==> src/rtl/mem_arb_pkg.sv <==
// Shared types, size codes and helpers for the external RAM port arbiter.
package mem_arb_pkg;

    typedef enum logic [2:0] {
        ST_IDLE,
        ST_IFETCH,
        ST_LOAD,
        ST_STORE,
        ST_DONE
    } arb_state_e;

    // lsu_size codes; 2'd2 and 2'd3 both mean a full word
    localparam logic [1:0] LSU_SIZE_BYTE = 2'd0;
    localparam logic [1:0] LSU_SIZE_HALF = 2'd1;

    localparam logic [1:0]  IO_ADDR_HI_DEFAULT = 2'b11;
    localparam int unsigned CNT_W              = 7;

    function automatic logic [2:0] size_to_bytes(input logic [1:0] size);
        case (size)
            LSU_SIZE_BYTE: return 3'd1;
            LSU_SIZE_HALF: return 3'd2;
            default:       return 3'd4;
        endcase
    endfunction

endpackage

==> src/rtl/memory_arbiter_if.sv <==
// Requester, control and RAM-pin signals of the memory arbiter.
interface memory_arbiter_if;
    logic        rdy_in;
    logic        flush_in;
    logic [7:0]  mem_din;
    logic [7:0]  mem_dout;
    logic [31:0] mem_a;
    logic        mem_wr;
    logic        io_buffer_full;
    logic        ic_en;
    logic [31:0] ic_addr;
    logic [7:0]  ic_byte;
    logic        ic_valid;
    logic        ic_done;
    logic        lsu_en;
    logic        lsu_wr;
    logic [31:0] lsu_addr;
    logic [1:0]  lsu_size;
    logic [31:0] lsu_wdata;
    logic [31:0] lsu_rdata;
    logic        lsu_done;

    modport slave (
        input  rdy_in, flush_in, mem_din, io_buffer_full,
        input  ic_en, ic_addr, lsu_en, lsu_wr, lsu_addr, lsu_size, lsu_wdata,
        output mem_dout, mem_a, mem_wr, ic_byte, ic_valid, ic_done, lsu_rdata, lsu_done
    );

    modport master (
        output rdy_in, flush_in, mem_din, io_buffer_full,
        output ic_en, ic_addr, lsu_en, lsu_wr, lsu_addr, lsu_size, lsu_wdata,
        input  mem_dout, mem_a, mem_wr, ic_byte, ic_valid, ic_done, lsu_rdata, lsu_done
    );
endinterface

==> src/rtl/mem_byte_sequencer.sv <==
// Byte counter and base+k address generator, reloaded at every grant.
module mem_byte_sequencer
    import mem_arb_pkg::*;
(
    input  logic             i_clk,
    input  logic             i_rst,
    input  logic             i_en,
    input  logic             i_load,
    input  logic [31:0]      i_base,
    input  logic [CNT_W-1:0] i_len,
    input  logic             i_adv,
    output logic [CNT_W-1:0] o_cnt,
    output logic [31:0]      o_addr,
    output logic             o_last
);
    logic [CNT_W-1:0] r_cnt;
    logic [CNT_W-1:0] r_len;
    logic [31:0]      r_base;

    always_ff @(posedge i_clk or posedge i_rst) begin
        if (i_rst) begin
            r_cnt  <= '0;
            r_len  <= '0;
            r_base <= '0;
        end else if (i_en) begin
            if (i_load) begin
                r_cnt  <= '0;
                r_len  <= i_len;
                r_base <= i_base;
            end else if (i_adv) begin
                r_cnt <= r_cnt + CNT_W'(1);
            end
        end
    end

    assign o_cnt  = r_cnt;
    assign o_addr = r_base + 32'(r_cnt);
    assign o_last = (r_cnt == r_len - CNT_W'(1));
endmodule

==> src/rtl/memory_arbiter.sv <==
// Single-owner sequencer for the byte-wide RAM port (icache fill vs LSU).
// Optional MEM_ARB_IO_STALL_EN: stall IO-range store bytes while io_buffer_full.
module memory_arbiter
    import mem_arb_pkg::*;
#(
    parameter int unsigned IFETCH_BYTES = 4,
    parameter logic [1:0]  IO_ADDR_HI   = IO_ADDR_HI_DEFAULT
)(
    input logic              clk_in,
    input logic              rst_in,
    memory_arbiter_if.slave  bus
);
    // Reads take one extra cycle so the last byte's data can be captured
    localparam logic [CNT_W-1:0] IFETCH_LEN = CNT_W'(IFETCH_BYTES + 1);

    arb_state_e       r_state, w_state_next;
    logic             r_last_grant_lsu;
    logic [31:0]      r_wdata, r_acc;
    logic             w_grant_lsu, w_grant_ic, w_load, w_adv, w_stall, w_io_hit, w_capture, w_last;
    logic [2:0]       w_lsu_n;
    logic [CNT_W-1:0] w_cnt, w_len;
    logic [31:0]      w_base, w_seq_addr, w_acc_next;
    logic [1:0]       w_idx;

    assign w_grant_lsu = (r_state == ST_IDLE) && bus.lsu_en && (!bus.ic_en || !r_last_grant_lsu);
    assign w_grant_ic  = (r_state == ST_IDLE) && bus.ic_en && !w_grant_lsu;
    assign w_load      = w_grant_lsu || w_grant_ic;
    assign w_lsu_n     = size_to_bytes(bus.lsu_size);
    assign w_base      = w_grant_lsu ? bus.lsu_addr : bus.ic_addr;
    assign w_len       = w_grant_lsu ? (CNT_W'(w_lsu_n) + (bus.lsu_wr ? CNT_W'(0) : CNT_W'(1)))
                                     : IFETCH_LEN;

    mem_byte_sequencer u_seq (
        .i_clk  (clk_in),
        .i_rst  (rst_in),
        .i_en   (bus.rdy_in),
        .i_load (w_load),
        .i_base (w_base),
        .i_len  (w_len),
        .i_adv  (w_adv),
        .o_cnt  (w_cnt),
        .o_addr (w_seq_addr),
        .o_last (w_last)
    );

    assign w_io_hit = (w_seq_addr[17:16] == IO_ADDR_HI);
`ifdef MEM_ARB_IO_STALL_EN
    assign w_stall = (r_state == ST_STORE) && w_io_hit && bus.io_buffer_full;
`else
    logic w_unused_stall;
    assign w_unused_stall = w_io_hit ^ bus.io_buffer_full;
    assign w_stall        = 1'b0;
`endif

    always_ff @(posedge clk_in or posedge rst_in) begin
        if (rst_in)          r_state <= ST_IDLE;
        else if (bus.rdy_in) r_state <= w_state_next;
    end

    always_comb begin
        w_state_next = r_state;
        case (r_state)
            ST_IDLE: begin
                if (w_grant_lsu)     w_state_next = bus.lsu_wr ? ST_STORE : ST_LOAD;
                else if (w_grant_ic) w_state_next = ST_IFETCH;
            end
            ST_IFETCH, ST_LOAD: begin
                if (bus.flush_in) w_state_next = ST_IDLE;
                else if (w_last)  w_state_next = ST_DONE;
            end
            ST_STORE: if (w_last && !w_stall) w_state_next = ST_DONE;
            default:  w_state_next = ST_IDLE;
        endcase
    end

    // RAM pins and sequencing strobes; byte k's data arrives while the counter reads k+1
    always_comb begin
        bus.mem_a    = '0;
        bus.mem_wr   = 1'b0;
        bus.mem_dout = '0;
        w_adv        = 1'b0;
        w_capture    = 1'b0;
        case (r_state)
            ST_IFETCH, ST_LOAD: begin
                bus.mem_a = w_last ? '0 : w_seq_addr;
                w_adv     = 1'b1;
                w_capture = (w_cnt != '0) && !bus.flush_in;
            end
            ST_STORE: begin
                bus.mem_a    = w_seq_addr;
                bus.mem_wr   = bus.rdy_in && !w_stall;
                bus.mem_dout = 8'(r_wdata >> {w_cnt[1:0], 3'b000});
                w_adv        = !w_stall;
            end
            default: ;
        endcase
    end

    assign w_idx      = 2'(w_cnt - CNT_W'(1));
    assign w_acc_next = r_acc | (32'(bus.mem_din) << {w_idx, 3'b000});

    always_ff @(posedge clk_in or posedge rst_in) begin
        if (rst_in) begin
            r_last_grant_lsu <= 1'b0;
            r_wdata          <= '0;
            r_acc            <= '0;
            bus.ic_byte      <= '0;
            bus.ic_valid     <= 1'b0;
            bus.ic_done      <= 1'b0;
            bus.lsu_rdata    <= '0;
            bus.lsu_done     <= 1'b0;
        end else if (bus.rdy_in) begin
            bus.ic_valid <= 1'b0;
            bus.ic_done  <= 1'b0;
            bus.lsu_done <= 1'b0;
            if (w_load) begin
                r_last_grant_lsu <= w_grant_lsu;
                r_acc            <= '0;
            end
            if (w_grant_lsu) r_wdata <= bus.lsu_wdata;
            if (w_capture && r_state == ST_IFETCH) begin
                bus.ic_byte  <= bus.mem_din;
                bus.ic_valid <= 1'b1;
                bus.ic_done  <= w_last;
            end
            if (w_capture && r_state == ST_LOAD) begin
                r_acc <= w_acc_next;
                if (w_last) begin
                    bus.lsu_rdata <= w_acc_next;
                    bus.lsu_done  <= 1'b1;
                end
            end
            if (r_state == ST_STORE && w_last && !w_stall) bus.lsu_done <= 1'b1;
        end
    end
endmodule

==> src/flat_wrapper.sv <==
// flat-port wrapper written by rule: the top's interface ports become plain ports
module memory_arbiter_flat import mem_arb_pkg::*;
#(
    parameter int unsigned IFETCH_BYTES = 4,
    parameter logic [1:0]  IO_ADDR_HI   = IO_ADDR_HI_DEFAULT
)
  (clk_in, rst_in, bus_rdy_in, bus_flush_in, bus_mem_din, bus_io_buffer_full, bus_ic_en, bus_ic_addr, bus_lsu_en, bus_lsu_wr, bus_lsu_addr, bus_lsu_size, bus_lsu_wdata, bus_mem_dout, bus_mem_a, bus_mem_wr, bus_ic_byte, bus_ic_valid, bus_ic_done, bus_lsu_rdata, bus_lsu_done);
  memory_arbiter_if bus_i ();
  input logic clk_in;
  input logic rst_in;
  input wire logic [$bits(bus_i.rdy_in)-1:0] bus_rdy_in;
  input wire logic [$bits(bus_i.flush_in)-1:0] bus_flush_in;
  input wire logic [$bits(bus_i.mem_din)-1:0] bus_mem_din;
  input wire logic [$bits(bus_i.io_buffer_full)-1:0] bus_io_buffer_full;
  input wire logic [$bits(bus_i.ic_en)-1:0] bus_ic_en;
  input wire logic [$bits(bus_i.ic_addr)-1:0] bus_ic_addr;
  input wire logic [$bits(bus_i.lsu_en)-1:0] bus_lsu_en;
  input wire logic [$bits(bus_i.lsu_wr)-1:0] bus_lsu_wr;
  input wire logic [$bits(bus_i.lsu_addr)-1:0] bus_lsu_addr;
  input wire logic [$bits(bus_i.lsu_size)-1:0] bus_lsu_size;
  input wire logic [$bits(bus_i.lsu_wdata)-1:0] bus_lsu_wdata;
  output wire logic [$bits(bus_i.mem_dout)-1:0] bus_mem_dout;
  output wire logic [$bits(bus_i.mem_a)-1:0] bus_mem_a;
  output wire logic [$bits(bus_i.mem_wr)-1:0] bus_mem_wr;
  output wire logic [$bits(bus_i.ic_byte)-1:0] bus_ic_byte;
  output wire logic [$bits(bus_i.ic_valid)-1:0] bus_ic_valid;
  output wire logic [$bits(bus_i.ic_done)-1:0] bus_ic_done;
  output wire logic [$bits(bus_i.lsu_rdata)-1:0] bus_lsu_rdata;
  output wire logic [$bits(bus_i.lsu_done)-1:0] bus_lsu_done;
  assign bus_i.rdy_in = bus_rdy_in;
  assign bus_i.flush_in = bus_flush_in;
  assign bus_i.mem_din = bus_mem_din;
  assign bus_i.io_buffer_full = bus_io_buffer_full;
  assign bus_i.ic_en = bus_ic_en;
  assign bus_i.ic_addr = bus_ic_addr;
  assign bus_i.lsu_en = bus_lsu_en;
  assign bus_i.lsu_wr = bus_lsu_wr;
  assign bus_i.lsu_addr = bus_lsu_addr;
  assign bus_i.lsu_size = bus_lsu_size;
  assign bus_i.lsu_wdata = bus_lsu_wdata;
  assign bus_mem_dout = bus_i.mem_dout;
  assign bus_mem_a = bus_i.mem_a;
  assign bus_mem_wr = bus_i.mem_wr;
  assign bus_ic_byte = bus_i.ic_byte;
  assign bus_ic_valid = bus_i.ic_valid;
  assign bus_ic_done = bus_i.ic_done;
  assign bus_lsu_rdata = bus_i.lsu_rdata;
  assign bus_lsu_done = bus_i.lsu_done;
  memory_arbiter #(.IFETCH_BYTES(IFETCH_BYTES), .IO_ADDR_HI(IO_ADDR_HI)) u_core (.clk_in(clk_in), .rst_in(rst_in), .bus(bus_i));
endmodule
==> config.mk <==
export PLATFORM = sky130hd
export DESIGN_NAME = memory_arbiter_flat
export DESIGN_NICKNAME = d
export VERILOG_FILES = /design/src/rtl/mem_arb_pkg.sv /design/src/rtl/memory_arbiter_if.sv /design/src/rtl/mem_byte_sequencer.sv /design/src/rtl/memory_arbiter.sv /design/src/flat_wrapper.sv
export SDC_FILE = /design/constraint.sdc
export NUM_CORES = 1
export LEC_CHECK = 0
export BUFFER_PORTS_ARGS = -buffer_cell sky130_fd_sc_hd__buf_4
export CORE_ASPECT_RATIO = 1.1
export CORE_MARGIN = 2
export CORE_UTILIZATION = 49
export DETAILED_ROUTE_END_ITERATION = 10
export GPL_TIMING_DRIVEN = 0
export PLACE_DENSITY_LB_ADDON = 0.05
export SLEW_MARGIN = 15
export SYNTH_ARGS = -nofsm -noshare
export SYNTH_HDL_FRONTEND = slang
export SYNTH_SLANG_ARGS = --single-unit
==> constraint.sdc <==
create_clock -name clk_in -period 4.72 [get_ports clk_in]
set_input_delay 0.708 -clock clk_in [delete_from_list [all_inputs] [get_ports clk_in]]
set_output_delay 0.708 -clock clk_in [all_outputs]
set_load 0.02 [all_outputs]
* After elaboration in Yosys (flattened, before gate mapping)
Cells that the tools add are included.
** Operators by class
- Add/sub/neg operators :: 5
- Equal/unequal tests :: 6
- Reductions and logical operators :: 28
- Mux-type cells :: 25
- Bitwise operators :: 1
- Shift-type cells :: 2
** Operator list (count)
- 2-to-1 mux 32 bit :: 4
- case mux 32 bit (2 select lines) :: 1
- adder 32 x 7 -> 32 bit :: 1
- OR 32 bit :: 1
- left shift 8 x 5 -> 32 bit :: 1
- >> shifter 32 x 5 -> 8 bit :: 1
- 2-to-1 mux 7 bit :: 3
- 2-to-1 mux 3 bit :: 4
- AND reduction 2 bit :: 6
- 2-to-1 mux 1 bit :: 10
- case mux 3 bit (3 select lines) :: 1
- logical AND 1 bit :: 8
- 2-to-1 mux 8 bit :: 1
- adder 3 x 7 -> 7 bit :: 1
- adder 7 x 1 -> 7 bit (second input constant) :: 1
- == test 7 bit :: 1
- nonzero test 7 bit :: 1
- subtractor 7 x 1 -> 7 bit (second input constant) :: 1
- == test 3 x 2 -> 1 bit (second input constant) :: 2
- case mux 3 bit (2 select lines) :: 1
- logical NOT 1 bit :: 4
- nonzero test 2 bit :: 2
- == test 3 x 1 -> 1 bit (second input constant) :: 1
- logical NOT 3 bit :: 1
- other kinds (8) :: 9
** Storage, ports and cells
- Output and inout bits :: 84
- Word-level logic and storage cells :: 79
- Bits in registers :: 157
- Input bits :: 114

* Depth between registers and ports, before layout
Gate-level depths: netlist of the first run.
- Depth after elaboration :: 8
- Mapped depth :: 9
- Mapped depth without buffers :: 8

* By module
Synthesis of the first run repeated with hierarchy kept, for this count alone.
** Second synthesis, totals
- Cell total of the unflattened synthesis :: 759
- Area, all modules :: 8271.7 um^2
** By module, submodules not included
- memory_arbiter :: area an instance 5427.7 um^2, cells each 490, times used 1, seq. area each 2777.7 um^2
- mem_byte_sequencer :: area an instance 2844.0 um^2, cells each 269, times used 1, seq. area each 1151.1 um^2

* Worst setup path after synthesis of the first run
Ideal clock, no wire load.
- Path kind :: register -> output
- Start point :: reg u_core.u_seq.r_cnt[1] (netlist: u_core.u_seq.o_cnt[1])
- End point :: out bus_mem_a[6]
- Stages on the path, launching flop included :: 9
- Arrival :: 3.015 ns
- Setup slack :: 0.997 ns
- Path through :: dfrtp_1 -> clkbuf_1 -> inv_1 -> fa_1 -> nor2b_1 -> o31ai_1 -> a21boi_0 -> nor3_1 -> a2111oi_0
** On the way
- Longest elaborated chain between the ends :: 3
- Elaborated cells between the ends (all ways) :: 4
** RTL lines
- start: declaration :: RTL line mem_byte_sequencer.sv:16 : logic [CNT_W-1:0] r_cnt;
- start signal: assignment :: RTL line mem_byte_sequencer.sv:31 : r_cnt <= r_cnt + CNT_W'(1);
- adder 32 x 7 -> 32 bit / == test 7 bit (equally long branches) :: RTL line mem_byte_sequencer.sv:37, mem_byte_sequencer.sv:38
- 2-to-1 mux 32 bit :: RTL line memory_arbiter.sv:85 : bus.mem_a = w_last ? '0 : w_seq_addr;
- case mux 32 bit (2 select lines) * :: RTL line memory_arbiter.sv:83 : case (r_state)
- end: declaration :: RTL line flat_wrapper.sv:23 : output wire logic [$bits(bus_i.mem_a)-1:0] bus_mem_a;
Mark *: on every way between the ends. The rest lies on a longest branch, timed or not.

* Worst setup path after layout of the first run
- Start point :: reg u_core.u_seq.r_cnt[1] (netlist: u_core.u_seq.o_cnt[1])
- End point :: out bus_mem_a[30]
Same word-level chain as after synthesis.

==> impl_results.md, run 1 <==
- Fin crit share: 93.2%
- Htree depth: 4
- Main combinational cell family by area after synthesis: multiplexers
- Post-Synth XOR/XNOR Area: 2.26%
- Clock buffer depth: 2
- Skew-Pair Late Insertion Delay: 0.42 ns
- Syn Inst Count: 780
- Die Wd: 127 um
- Final Slew Violations: 0
- Num rows: 49
- Synth Area in Compound Gates: 15.1%
- FILL cells: 1400
- First-pass GRT wire length: 35500 um
- Setup crit start kind: register
- TritonCTS clock tree: built
- Power density over the cells: 693 nW/um2
- Synth area leader: dfrtp_1
- Port bufs: 188
- Area Growth Syn to Fin: 28.6%
- Grt ovf: 0
- WL final: 22000 um
- CP Max Fanout: 10
- Min-delay worst type: in2async
- Initial antenna violation count: 0
- All-Layer GR Usage: 25.4%
- Gp weighted congestion: 0.896
- Vias in the first global route: 6817
- Post-route DRC violation count: 0
- Max_cap viols: 0
- Detailed Routing Iterations Pass 1: 4
- Post-route ant nets: 0
- CP peak stage delay: 0.47 ns
- Most frequent cells in the layout: buf_4, dfrtp_1, mux2i_1, a21oi_1
- Vias/cell: 5.65
- Status: finished clean
- Post-CTS Hold Fix Bufs: 0
- Die Height: 139 um
- Initial core utilization: 50.0%
- Worst endpoint required time: 4.01 ns
- Detailed placement HPWL: 15900 um
- Largest cells by area after synthesis: dfrtp_1, mux2i_1, mux2_2
- Share of cells above drive strength 1: 31.0%
- RSZ-0062 raised after global routing: no
- Number of flops mapped to enable cells by yosys: 0
- Worst-path cell chain: clkbuf_2 -> inv_1 -> fa_1 -> nor2b_1 -> o31ai_1 -> a21o_1 -> buf_2 -> or3_1 -> a221oi_1 -> buf_4
- Yosys top cell area share: 47.3%
- Post-synthesis sequential area ratio: 47.3%
- CTS clk-pin slew, worst paths: 0.07 ns
- Iter 0 DRT Violations: 410
- Flop and latch count out of synthesis: 154
- Clock Skew: 0.0162 ns
- Min Tclk post-route: 4.40 ns
- CTS buffer count: 17
- Setup tns final: 0 ns
- CP top delay family: buffers and inverters
- Share of flip-flops with an asynchronous set or reset: 100%
- Synth Area in Adders: 1.93%
- FMAX: 0.227 GHz
- Total Die Area: 17700 um2
- Measured slew at the worst slew-check pin: 1.09 ns
- Worst vdd ir: 404 uV
- Wirelength per Cell: 18.2 um
- Mux contribution to synthesized area: 15.7%
- Synthesis Warnings: 0
- Final setup viols: 0
- Final hold vios: 0
- Post-synth top flop: dfrtp_1
- Mapped Avg Cell Area: 10.5 um2
- Hold WS: 0.401 ns
- ANT cells: 0
- Area of the mapped netlist: 8150 um2
- CP bufs+invs: 4
- Syn_nets: 906
- Largest net degree at the start of global routing: 37
- Crit path kind: reg2out
- Static Leakage: 4.95 nW
- Vias: 6820
- Layout Nets: 1117
- CTS Root Cell: clkbuf_16
- Boundary pin count: 198
- Slowest CP cell: fa_1
- Num Clock Sinks: 154
- Arrival time worst endpoint: 3.69 ns
- Simple-Gate Fraction of Synth Area: 11.9%
- Synth unique cells: 71
- Most common cell after layout, fill and taps aside: buf_4
- Core area: 16300 um2
- Critical Path End Type: primary output
- Max-slew headroom: 26.6%
==> state kept, by name, summed over array words and instances, names as in the netlist, 3 cells and up <==
name	count
u_core.r_acc	32
u_core.r_state	3
u_core.bus.lsu_rdata	32
u_core.u_seq.o_cnt	7
u_core.bus.ic_byte	8
u_core.u_seq.r_len	4
u_core.u_seq.r_base	32
u_core.r_wdata	32
==> power by group <==
| group | total (mW) | leakage (nW) | switching, mW | internal, mW |
|---|---|---|---|---|
| logic | 3.57 | 2.77 | 2.01 | 1.56 |
| registers | 2.32 | 1.91 | 0.419 | 1.91 |
| clock network | 1.37 | 0.277 | 0.564 | 0.803 |
| total | 7.26 | 4.95 | 3.00 | 4.26 |
==> stage by stage <==
step	total power, mW	instance area, um2	worst slack, ns	util (%)	instances
CTS	7.29	10500	0.0298	64.3	1207
detailed placement	5.90	9900	0.489	60.7	1176
floorplan	4.57	8160	0.997	-	780
finish	7.26	10500	0.319	64.3	1207
global placement	5.83	9820	0.516	60.2	1172
global route	7.72	10500	0.0274	64.3	1207
==> cell type report <==
cell class                      count  area (um2)  area share [%]
Buffer                             50         265            2.53
Timing Repair Buffer              192        1490            14.2
Clock inverter                     10         130            1.24
Tap cell                          204         255            2.43
Clock buffer                       21         450            4.30
Multi-Input combinational cell    521        3830            36.5
Sequential cell                   154        3850            36.8
Inverter                           55         210            2.01
==> final timing paths <==
path                                              start                       to  slack (ns)  depth (start not counted)
worst max-delay path              u_core.u_seq.o_cnt[1]            bus_mem_a[30]        0.32                         10
worst min register to register  u_core.u_seq.r_base[31]  u_core.u_seq.r_base[31]        0.48                          2
worst min-delay path                             rst_in  u_core.u_seq.r_base[24]        0.40                          2
min in group clk_in             u_core.u_seq.r_base[31]  u_core.u_seq.r_base[31]        0.48                          2
max in group asynchronous                        rst_in       u_core.r_wdata[30]        3.48                          4
worst max register to register    u_core.u_seq.o_cnt[1]         u_core.r_acc[12]        1.69                          8
==> what timing repair did <==
item | in CTS | in global routing
resized for setup | 0 | 2
buffers inserted | 0 | 0
endpoints found under the setup margin | 0 | 7
==> logic make-up after synthesis <==
group	Yosys count
compound gates	190
simple gates	185
flops	154
mux	113
buf+inv	105
xor+xnor	21
fa+ha+maj	12
==> cell usage after synthesis (all sizes together), types with 6 or more instances <==
library cell  count
dfrtp           154
mux2i            65
a21oi            63
inv              55
nand2            55
nor2             50
o21ai            48
mux2             40
buf              27
clkbuf           23
a211oi           21
xnor2            15
a221oi           14
nor2b            13
ha               11
nor3             10
a22o              9
o31ai             9
mux4              8
nand3             8
nand4             8
a2111oi           7
or3               7
nor4              6
xor2              6
==> worst register-to-register path, stage by stage, from the launching register on <==
cell and delay [ns]:
dfrtp_1 0.41, clkbuf_2 0.33, inv_1 0.18, ha_1 0.21, nor4b_1 0.15, a2111o_1 0.56, nor3_1 0.83, a21oi_1 0.17
nor2_1 0.12
==> per-layer routing <==
| metal | routed length, um | global-route usage [%] | part of all wire [%] |
|---|---|---|---|
| met1 | 9370 | 33.4 | 43 |
| met2 | 10600 | 41.1 | 48 |
| met3 | 1550 | 6.96 | 7.1 |
| met4 | 420 | 7.92 | 1.9 |
| met5 | 0 | 0 | 0 |
(Power assumes the default switching activity.)
==> run 2: changes to the inputs <==
ABC_AREA = 1   (was unset)
==> run 2 against run 1 <==
Against the previous run:
- sequential power is 15% lower
- critical path depth is 6 higher
- maximum frequency rose by 6.4%
- non-clock buffer count increased by 2
- synthesized cell count rose by 50%
- register-to-register slack improved by 0.04 ns
- largest cell class is now multi-input combinational cells
- power decreased by 11%
- critical path type unchanged
- worst setup slack better by 0.26 ns
==> impl_results.md, run 2 <==
- Status: finished clean
- CP top delay family: simple AND/OR/NAND/NOR gates
- Synth unique cells: 34 (-52%)
- TritonCTS clock tree: built
- Post-CTS Setup Inserts: 0 (unchanged)
- Port bufs: 196 (+4.3%)
- FILL cells: 1532 (+9.4%)
- FMAX: 0.242 GHz (+6.4%)
- Share of cells above drive strength 1: 18.6% (-12 points)
- Mapped Avg Cell Area: 7.13 um2 (-32%)
- Min-delay worst type: in2async
- Initial antenna violation count: 0 (unchanged)
- Total Die Area: 18100 um2 (+2.1%)
- Min Tclk post-route: 4.14 ns (-0.264 ns)
- Detailed Routing Iterations Pass 1: 5 (+1)
- Max-slew headroom: 54.3% (+28 points)
- Post-synth top flop: dfrtp_1
- Iter 0 DRT Violations: 587 (+43%)
- FF-to-FF Start: u_core.u_seq.o_cnt[1]
- Arrival time worst endpoint: 3.43 ns (-0.26 ns)
- Grt ovf: 0 (unchanged)
- Die Wd: 128 um (+1.0%)
- Slack of the critical path: 0.583 ns (+0.264 ns)
- Flop and latch count out of synthesis: 154 (unchanged)
- GRT met2 Usage: 46.8% (+5.6 points)
- Vias in the first global route: 8072 (+18%)
- Skew-Pair Late Insertion Delay: 0.44 ns (+0.02 ns)
- Largest cells by area after synthesis: dfrtp_1, nand2_1, nor2_1
- CTS clk-pin slew, worst paths: 0.07 ns (about the same)
- Critical R2R Capture: u_core.r_acc[1]
- CP peak stage delay: 0.55 ns (+0.08 ns)
- Number of flops mapped to enable cells by yosys: 0 (unchanged)
- Final Slew Violations: 0 (unchanged)
- Final hold vios: 0 (unchanged)
- Most frequent cells in the layout: nand2_1, buf_4, dfrtp_1, nor2_1, inv_1
- Vias/cell: 5.17 (-8.5%)
- CP Max Fanout: 11 (+1)
- Crit path launch: u_core.u_seq.o_cnt[1]
- CTS resizes: 0 (unchanged)
- Worst endpoint required time: 4.01 ns (about the same)
- Post-synthesis sequential area ratio: 46.3% (-0.99 points)
- Dpl ws: 1.05 ns (+0.559 ns)
- Post-route ant nets: 0 (unchanged)
- Critical Path End Type: primary output
- Setup tns final: 0 ns (unchanged)
- Power density over the cells: 604 nW/um2 (-13%)
- Initial core utilization: 49.5% (-0.51 points)
- Post-route DRC violation count: 0 (unchanged)
- Setup crit start kind: register
- CTS Root Cell: clkbuf_16
- Layout Nets: 1513 (+35%)
- R2R setup slack: 1.73 ns (+0.04 ns)
- Count leader, synth: nand2_1
- CP bufs+invs: 5 (+1)
- Post-CTS Hold Fix Bufs: 0 (unchanged)
- Fin util: 63.9% (-0.43 points)
- Worst vdd ir: 324 uV (-20%)
- Worst reg2reg path depth: 9 (+1)
- Synth area leader: dfrtp_1
- Most common cell after layout, fill and taps aside: nand2_1
- Placed cell count: 1576 (+34%)
- Num Clock Sinks: 154 (unchanged)
- Met1 GRT Util: 37.9% (+4.5 points)
- Gp weighted congestion: 0.992 (+11%)
- RSZ-0062 raised after global routing: no
- Boundary pin count: 198 (unchanged)
- Pwr Total: 6.49 mW (-11%)
- Syn Inst Count: 1168 (+50%)
- Synthesis Warnings: 0 (unchanged)
- Core area: 16800 um2 (+3.2%)
- Static Leakage: 5.66 nW (+14%)
- Commonest cells in the netlist: nand2_1, dfrtp_1, nor2_1, inv_1, o21ai_0
- Die Height: 141 um (+1.0%)
- Num rows: 50 (+2.0%)
- Fin crit share: 87.6% (-5.6 points)
- Syn_nets: 1294 (+43%)
- Detailed placement HPWL: 19300 um (+21%)
- Yosys top cell area share: 46.3% (-0.99 points)
- Htree depth: 4 (unchanged)
- CP dominant cell by count: nand2_1
- Clock buffer depth: 2 (unchanged)
- First-pass GRT wire length: 40300 um (+14%)
- Area Growth Syn to Fin: 29.1%
- Area of the mapped netlist: 8330 um2 (+2.1%)
- Measured slew at the worst slew-check pin: 0.686 ns (-0.405 ns)
- Crit path kind: reg2out
- Vias: 8315 (+22%)
- M3 GR Usage: 4.78% (-2.2 points)
- Final setup viols: 0 (unchanged)
- Max_cap viols: 0 (unchanged)
- Clock Skew: 0.00843 ns (-0.00777 ns)
- Slowest CP cell: fa_1
- Worst-path cell chain: buf_2 -> inv_1 -> clkbuf_1 -> fa_1 -> inv_1 -> nand2_1 -> nand2_1 -> nand3_1 -> nand2_1 -> nand2_1 -> nor2_1 -> nand2_1 -> nand2_1 -> nand2_1 -> nor2_1 -> buf_4
- Share of flip-flops with an asynchronous set or reset: 100% (unchanged)
- CTS buffer count: 17 (unchanged)
- Non-Filler Instances: 1608 (+33%)
- Largest net degree at the start of global routing: 37 (unchanged)
- Wirelength per Cell: 15.9 um (-13%)
- ANT cells: 0 (unchanged)
- Top Usage Layer GRT: met2
- All-Layer GR Usage: 28.6% (+3.2 points)
- WL final: 25500 um (+16%)
[run 2: cell count changes in the layout (fill, tap and decap cells not counted), moves of 21 or more]
cell / delta
a211oi_1: -21
inv_1: +49
mux2_2: -40
mux2i_1: -65
nand2_1: +377
nand3_1: +28
nor2_1: +101
o21ai_0: +49
[run 2: worst max path at each step]
stage                                   end  slack, ns  depth (start not counted)
finish                        bus_mem_a[26]       0.58                         16
global route                  bus_mem_a[26]       0.28                         16
CTS                           bus_mem_a[26]       0.57                         16
detailed placement            bus_mem_a[26]       1.05                         16
global placement    u_core.bus.lsu_rdata[1]       1.00                          2
floorplan                     bus_mem_a[26]       1.60                         15
[run 2: power breakdown]
group          internal, mW  switching [mW]  total [mW]
Clock                 0.801           0.625        1.43
Combinational          1.06            2.03        3.09
Sequential             1.69           0.288        1.97
Total                  3.55            2.95        6.49
[run 2: final cells by class]
cell class	instances	area, um2	share of cell area, %
flip-flops and latches	154	3850	35.9
well taps	208	260	2.42
clock buffers	17	425	3.96
clock inverters	15	179	1.66
repair buffers	200	1550	14.4
multi-input cells	861	3860	35.9
plain buffers	44	203	1.89
inverters	109	413	3.84
[run 2: cell families (layout without fill, tap and decap cells)]
kind of cell | after synthesis | count (layout) | synth area share (%)
AO/OA/AOI/OAI | 178 | 178 | 11.4
AND/OR/NAND/NOR | 655 | 655 | 31.4
XOR/XNOR | 16 | 16 | 1.68
buffers and inverters | 153 | 385 | 7.35
flip-flops | 154 | 154 | 46.3
adder cells (fa/ha/maj) | 12 | 12 | 1.89
[run 2: worst register-to-register path: stages, from the launching register on]
cell and delay [ns]:
dfrtp_1 0.41, buf_2 0.20, inv_1 0.08, clkbuf_1 0.53
ha_1 0.47, inv_1 0.24, clkbuf_1 0.47, o21ai_0 0.25
nand2_1 0.12, o21ai_0 0.09
[run 2: metal layers]
layer | part of all wire [%] | vias up
met5 | 0 | -
met4 | 2.6 | 0
met1 | 44 | 3828
met2 | 48 | 306
li1 | - | 4133
met3 | 6.1 | 48
[run 2: stage by stage]
step,hold WS (ns),cell area (um2)
2_1_floorplan,0.437,8330
3_3_place_gp,0.448,10100
3_5_place_dp,0.454,10100
4_1_cts,0.383,10700
5_1_grt,0.416,10700
6_report,0.367,10700
==> run 3: changes to the inputs <==
==> constraint.sdc (replaced) <==
create_clock -name clk_in -period 4.72 [get_ports clk_in]
set_input_delay 0.236 -clock clk_in [delete_from_list [all_inputs] [get_ports clk_in]]
set_output_delay 0.236 -clock clk_in [all_outputs]
set_load 0.02 [all_outputs]
==> run 3 against run 2 <==
Against the previous run:
- maximum frequency rose by 14%
- final cell count rose by 0.81%
- critical path type unchanged
- combinational power rose by 1%
- largest power group unchanged
- clock power fell by 3%
- largest cell class unchanged
- sequential share of layout area fell by 0.32 points
==> impl_results.md, run 3 (synthesis results as in run 2) <==
- Final hold vios: 0 (unchanged)
- Min Tclk post-route: 3.64 ns (-0.492 ns)
- Post-CTS Setup Inserts: 0 (unchanged)
- Core area: 16800 um2 (unchanged)
- Share of cells above drive strength 1: 18.3% (-0.38 points)
- Most frequent cells in the layout: nand2_1, buf_4, dfrtp_1, nor2_1, inv_1
- CTS buffer count: 17 (unchanged)
- TritonCTS clock tree: built
- Final setup viols: 0 (unchanged)
- WL final: 26100 um (+2.2%)
- Port bufs: 196 (unchanged)
- Placed cell count: 1573 (-0.19%)
- Max_cap viols: 0 (unchanged)
- Vias/cell: 5.16 (-0.25%)
- Die Wd: 128 um (unchanged)
- Final Slew Violations: 0 (unchanged)
- Skew-Pair Late Insertion Delay: 0.44 ns (about the same)
- Hold WS: 0.00576 ns (-0.362 ns)
- Post-route ant nets: 0 (unchanged)
- Post-route DRC violation count: 0 (unchanged)
- Clock buffer depth: 2 (unchanged)
- CTS Root Cell: clkbuf_16
- Status: finished clean
- Critical Path End Type: primary output
- Boundary pin count: 198 (unchanged)
- Most common cell after layout, fill and taps aside: nand2_1
- Detailed Routing Iterations Pass 1: 5 (unchanged)
- Iter 0 DRT Violations: 658 (+12%)
- Setup crit start kind: register
- Measured slew at the worst slew-check pin: 0.672 ns (-0.0134 ns)
- Total Die Area: 18100 um2 (unchanged)
- Layout Nets: 1526 (+0.86%)
- CP Max Fanout: 11 (unchanged)
- Static Leakage: 5.70 nW (+0.80%)
- Detailed placement HPWL: 19400 um (+0.31%)
- Die Height: 141 um (unchanged)
- Initial core utilization: 49.5% (unchanged)
- Htree depth: 4 (unchanged)
- Non-Filler Instances: 1621 (+0.81%)
- Area Growth Syn to Fin: 30.2%
- Min-delay worst type: in2reg
- CTS resizes: 0 (unchanged)
- Power density over the cells: 597 nW/um2 (-1.2%)
- ANT cells: 0 (unchanged)
- Clock Skew: 0.00990 ns (+0.00148 ns)
- Max-slew headroom: 55.2% (+0.89 points)
- Worst vdd ir: 336 uV (+3.7%)
- Wirelength per Cell: 16.1 um (+1.4%)
- Vias in the first global route: 8046 (-0.32%)
- First-pass GRT wire length: 41500 um (+3.1%)
- Crit path kind: reg2out
- Fin crit share: 77.2% (-10 points)
- Num rows: 50 (unchanged)
- Gp weighted congestion: 0.936 (-5.6%)
- Vias: 8361 (+0.55%)
- RSZ-0062 raised after global routing: no
- Worst endpoint required time: 4.48 ns (+0.47 ns)
- Largest net degree at the start of global routing: 106 (+190%)
- Initial antenna violation count: 0 (unchanged)
- Grt ovf: 0 (unchanged)
- All-Layer GR Usage: 29.6% (+1.0 points)
- FMAX: 0.274 GHz (+14%)
- Num Clock Sinks: 154 (unchanged)
- CTS clk-pin slew, worst paths: 0.07 ns (about the same)
- Arrival time worst endpoint: 3.41 ns (-0.02 ns)
==> run 3: final timing paths <==
| kind | startpoint | to | slack [ns] | depth (start not counted) |
|---|---|---|---|---|
| max reg2reg | u_core.u_seq.o_cnt[1] | u_core.r_acc[0] | 1.78 | 9 |
| max | u_core.u_seq.o_cnt[1] | bus_mem_a[26] | 1.08 | 16 |
| max in group asynchronous | rst_in | u_core.u_seq.r_base[1] | 3.51 | 4 |
| min reg2reg | u_core.r_wdata[12] | u_core.r_wdata[12] | 0.47 | 2 |
| min | bus_lsu_wdata[24] | u_core.r_wdata[24] | 0.006 | 3 |
| min in group asynchronous | rst_in | u_core.bus.ic_byte[6] | 0.37 | 3 |
==> run 3: stage by stage <==
| stage | power [mW] | utilization (%) | instance area (um2) | worst slack [ns] | TNS [ns] |
|---|---|---|---|---|---|
| 6_report | 6.47 | 64.4 | 10800 | 1.08 | 0 |
| 5_1_grt | 6.91 | 64.4 | 10800 | 0.722 | 0 |
| 4_1_cts | 6.48 | 64.4 | 10800 | 1.04 | 0 |
| 3_5_place_dp | 5.08 | 60.0 | 10100 | 1.52 | 0 |
| 3_3_place_gp | 5.04 | 59.8 | 10100 | -1.66 | -254.48 |
| 2_1_floorplan | 3.89 | - | 8330 | 0.334 | 0 |
==> run 3: routing by layer <==
metal  GRT usage (%)  up-vias  wire (um)  part of all wire, %
met2            47.9      282      12400                   48
met4            9.49        0        526                  2.0
met3            6.64       36       1670                  6.4
met5               0        -          0                    0
met1            39.8     3886      11500                   44
li1                -     4157          -                    -
==> run 3: area by class of cell <==
class	count	area (um2)
tap	208	260
timing repair buffer	213	1660
multi-input combinational	861	3860
buffer	44	203
clock inverter	15	165
clock buffer	17	425
sequential	154	3850
fill	1589	5980
inverter	109	417
==> run 3: repair_timing <==
item                                    4_1_cts  5_1_grt
hold endpoints to repair                     64        0
hold buffers                                 16        0
endpoints found under the setup margin        0        0
==> run 3: worst max-delay path, cell delays in order (launching register included) <==
cell and delay, ns:
dfrtp_1 0.39, buf_2 0.25, inv_1 0.08, clkbuf_1 0.30
fa_1 0.53, inv_1 0.09, nand2_1 0.05, nand2_1 0.09
nand3_1 0.07, nand2_1 0.22, nand2_1 0.21, nor2_1 0.24
nand2_1 0.10, nand2_1 0.07, nand2_1 0.05, nor2_1 0.09
buf_4 0.14
==> run 3: where the power goes <==
group / internal, mW / total (mW) / switching, mW / leakage (nW)
logic: 1.06 / 3.13 / 2.06 / 3.40
clock network: 0.714 / 1.38 / 0.664 / 0.288
registers: 1.69 / 1.97 / 0.279 / 2.01
